===== src/rtl/mini_2.sv =====
// Registered 4-bit code converter: b loads f(a) each clock, where MODE selects
// Gray encode/decode, excess-3, two's-complement negate or bit reversal.
module mini_2 #(
    parameter int MODE = 0
) (
    input  logic       clk,
    input  logic       rst,
    input  logic [3:0] a,
    output logic [3:0] b
);

    logic [3:0] b_d;
    logic [3:0] b_q;

    // Unlisted MODE values fall back to binary-to-Gray.
    always_comb begin
        b_d = {a[3], a[3] ^ a[2], a[2] ^ a[1], a[1] ^ a[0]};
        case (MODE)
            1: begin
                b_d[3] = a[3];
                b_d[2] = a[3] ^ a[2];
                b_d[1] = a[3] ^ a[2] ^ a[1];
                b_d[0] = a[3] ^ a[2] ^ a[1] ^ a[0];
            end
            2:       b_d = a + 4'd3;
            3:       b_d = ~a + 4'd1;
            4:       b_d = {a[0], a[1], a[2], a[3]};
            default: b_d = {a[3], a[3] ^ a[2], a[2] ^ a[1], a[1] ^ a[0]};
        endcase
    end

    always_ff @(posedge clk or posedge rst) begin
        if (rst) begin
            b_q <= 4'b0000;
        end else begin
            b_q <= b_d;
        end
    end

    assign b = b_q;

endmodule


===== config.mk =====
export PLATFORM = sky130hd
export DESIGN_NAME = mini_2
export DESIGN_NICKNAME = d
export VERILOG_FILES = /design/src/rtl/mini_2.sv
export SDC_FILE = /design/constraint.sdc
export NUM_CORES = 1
export LEC_CHECK = 0
export CAP_MARGIN = 20
export CORE_AREA = 2 2 39 41
export CTS_CLUSTER_SIZE = 10
export DETAILED_ROUTE_END_ITERATION = 6
export DIE_AREA = 0 0 41 43
export PLACE_DENSITY_LB_ADDON = 0.3
export SLEW_MARGIN = 20
export SYNTH_ARGS = -nofsm -noshare
export SYNTH_HDL_FRONTEND = slang
export SYNTH_SLANG_ARGS = --single-unit

===== constraint.sdc =====
create_clock -name clk -period 0.8 [get_ports clk]
set_input_delay 0.16 -clock clk [delete_from_list [all_inputs] [get_ports clk]]
set_output_delay 0.16 -clock clk [all_outputs]
set_load 0.1 [all_outputs]

==> Word-level counts from Yosys, hierarchy flattened <==
Index checks and enable logic that the tools add are counted.
{ "totals": {"mem_count": 0, "rom_bits": 0, "out_inout_bits": 4, "latch_bits": 0, "ram_bits": 0, "register_bits": 4, "in_bits": 6} }
{ "op_classes": {"addsub": 0, "n_bitwise": 3, "order_cmp": 0, "n_div": 0, "shifts": 0, "n_mux": 0, "n_mul": 0, "n_reduce_logical": 0, "n_eq_ne": 0} }
{ "op_table": {"columns": ["operator", "count"], "rows": [
  ["1-bit XOR", 3]
]} }

==> Logic depth before layout (Yosys ltp) <==
Gate-level depths: netlist (run 1).
{ "logic_depth": {"depth_word": 1, "mapped_depth": 1} }

==> Worst setup path after synthesis (run 1) <==
OpenSTA, ideal clock, no wires.
{ "synth_timing": {"kind": "register to output", "from": "reg b_q[0], in the netlist b[0]", "to": "out b[0]", "t_arrival_ns": 0.883, "stages_incl_launch_ff": 1, "setup_slack_ns": -0.243, "required_time_ns": 0.640, "n_path_buf": 0, "path_cell_list": "dfrtp_1"} }
{ "synth_lines": {"columns": ["item", "line_no", "text"], "rows": [
  ["start: declaration", "13", "logic [3:0] b_q;"],
  ["start signal: assignment", "34", "b_q <= 4'b0000;"],
  ["start signal: assignment", "36", "b_q <= b_d;"],
  ["end: declaration", "9", "output logic [3:0] b"]
]} }
No word-level cell between the ends.

==> Worst setup path after layout (run 1) <==
{ "layout_timing": {"from": "reg b_q[3], in the netlist b[3]", "to": "out b[3]"} }
No word-level cell between the ends.

==> impl_metrics.py, run 1 <==
metrics = {
    "worst_setup_path": {
        "crit_cells": 1,
        "path_max_fanout": 1,
        "crit_slowest_cell": "dfrtp_4",
        "arrival_ps": 870,
        "worstPathRequired_ps": 640,
        "worstSetupEndpointType": "output pin",
        "cp_cell_sequence": "buf_12",
        "path_delay_family": "flip-flops",
        "worstSetupPathType": "flop to output pin",
        "startpoint_type": "flop",
        "critPathMaxStageDelay_ps": 470,
        "crit_path_end": "b[3]",
        "crit_start": "b[3]",
        "path_buf_inv": 1,
    },
    "route": {
        "vias": 105,
        "ant_nets": 0,
        "viasPerCell": 2.92,
        "routedWlPerCell_um": 7.17,
        "drcViolationCount": 0,
        "drt_iter0_drc": 0,
        "finalWirelength_um": 258,
        "drtPass1Iterations": 1,
    },
    "grt": {
        "grt_pass1_wl_um": 420,
        "grt_pass1_vias": 106,
        "antenna_found_initial": 0,
        "track_usage_pct": 4.44,
        "grt_max_degree": 5,
        "grt.overflow.total": 0,
    },
    "cts": {
        "cts_root_buf": "clkbuf_4",
        "cts-resized-gates": 0,
        "cts-buffers-inserted": 3,
        "cts_tree": "done",
        "clk_pin_slew_ps": 40,
        "cts_num_sinks": 4,
        "htree_levels": 1,
        "cts.path.max_buffers": 2,
    },
    "sta": {
        "max_slew_margin_pct": 90.1,
        "hold_viol_final": 0,
        "worstMarginPinSlew_ps": 149,
        "finalSetupViolCount": 4,
        "timing.fmax_mhz": 967,
        "post-route-period-util_pct": 129,
        "fin_ws_ps": -234,
        "slew_viol_final": 0,
        "finalSetupTns_ps": -928,
        "min_period_ps": 1030,
        "rsz0062_at_grt": "true",
    },
    "yosys": {
        "synth_fp_nets": 14,
        "synthMostInstantiatedCell": "dfrtp_1",
        "ys_async_sr_fraction_pct": 100,
        "synth_area_leader_cell": "dfrtp_1",
        "synthTopCellsByArea": "dfrtp_1 (77%), xor2_1 (20%), inv_1 (2.9%)",
        "synth_edf_count": 0,
        "yosysWarnings": 0,
        "ys_seq_area_share_pct": 76.9,
        "syn-cell-area_um2": 130,
        "synthTopCellsByCount": "dfrtp_1 (4), xor2_1 (3), inv_1 (1)",
        "syn_avg_cell_area_um2": 16.3,
        "synth_cell_type_count": 3,
        "syn_inst": 8,
        "yosys_register_bits": 4,
        "synth_ff_type": "dfrtp_1",
        "yosys.area.top_type_share_pct": 76.9,
    },
    "die": {
        "io_pins": 10,
        "die_y_um": 43,
        "dieArea_um2": 1760,
        "die_w_um": 41,
        "core_um2": 1380,
        "rows": 14,
        "start_util_pct": 9.40,
    },
    "outcome": {
        "violations": "negative setup slack",
        "status": "finished with violations",
    },
    "layout": {
        "multi_input_area_um2": 26.3,
        "fill_cells": 138,
        "area_growth_pct": 144,
        "drive_above_1_share_pct": 55.0,
        "seqCellArea_um2": 115,
        "utilization_pct": 23.0,
        "largest_reg_flops": 4,
        "antenna_cells": 0,
        "final_nets": 28,
        "stdcell_area_um2": 318,
    },
    "pwr": {
        "p_leak_nw": 0.132,
        "power_density_nw_per_um2": 2350,
        "ir_drop_mv": 0.490,
        "fin_total_pwr_uw": 746,
    },
    "placement": {
        "place_congestion": 0.513,
        "port_buffers": 9,
        "dpl_cell_area_um2": 295,
    },
    "worst_hold_path": {
        "worstHoldPathType": "input port to asynchronous set/reset pin",
    },
    "job": {
        "cap_viol_max_count": 0,
    },
}
==> cell families after synthesis <==
| kind of cell | count (synthesis) | share of synthesized area (%) |
|---|---|---|
| xor+xnor | 3 | 20.2 |
| flops | 4 | 76.9 |
| buf+inv | 1 | 2.88 |
==> layout make-up <==
class	count	share of cell area, %
sequential	4	36.2
multi-input combinational	3	8.27
clock buffer	3	7.09
inverter	1	1.18
tap	16	6.30
timing repair buffer	9	40.9
==> layout by cell type (no fill, tap or decap), drive strengths merged <==
master,n
dfrtp,4
clkbuf,3
buf,4
inv,1
clkdlybuf4s50,5
xor2,3
==> report_power, final <==
| group | internal [mW] | switching, mW |
|---|---|---|
| clock network | 0.167 | 0.0748 |
| registers | 0.233 | 0.0153 |
| logic | 0.0974 | 0.158 |
==> repair_timing <==
item | CTS | global route
hold buffers | 0 | 0
setup endpoints to repair | 4 | 4
buffers inserted | 0 | 0
==> stage by stage <==
step / worst slack (ps) / instances / hold slack, ps
after floorplan: 47.8 / 8 / -73.8
after global placement: -98.9 / 33 / 348
after detailed placement: -133 / 33 / 360
after CTS: -248 / 36 / 110
after global routing: -264 / 36 / 110
final: -234 / 36 / 111
==> how the worst min path moves through the flow <==
stage          cells past startpoint  endpoint  startpoint
2_1_floorplan                      1      b[0]         rst
3_3_place_gp                       2      b[3]         rst
3_5_place_dp                       2      b[0]         rst
4_1_cts                            2      b[0]         rst
5_1_grt                            2      b[3]         rst
6_report                           2      b[3]         rst
==> per-layer routing <==
metal / global-route usage, % / wire, µm
met1: 4.25 / 89
met2: 4.06 / 118
met3: 4.71 / 49
met4: 6.00 / 0
met5: 0 / 0
(Power assumes the default switching activity.)
==> inputs of run 2 (changes only) <==
--- a/config.mk
+++ b/config.mk
@@ -11,7 +11,6 @@
 export DETAILED_ROUTE_END_ITERATION = 6
 export DIE_AREA = 0 0 41 43
 export PLACE_DENSITY_LB_ADDON = 0.3
-export SLEW_MARGIN = 20
 export SYNTH_ARGS = -nofsm -noshare
 export SYNTH_HDL_FRONTEND = slang
 export SYNTH_SLANG_ARGS = --single-unit
==> results of run 2 <==
The final DEF is identical to that of run 1; final timing and power are the same.
==> inputs of run 3 (changes only) <==
--- a/config.mk
+++ b/config.mk
@@ -11,6 +11,7 @@
 export DETAILED_ROUTE_END_ITERATION = 6
 export DIE_AREA = 0 0 41 43
 export PLACE_DENSITY_LB_ADDON = 0.3
+export SKIP_LAST_GASP = 1
 export SYNTH_ARGS = -nofsm -noshare
 export SYNTH_HDL_FRONTEND = slang
 export SYNTH_SLANG_ARGS = --single-unit
==> results of run 3 <==
The final DEF is identical to that of run 1; final timing and power are the same.
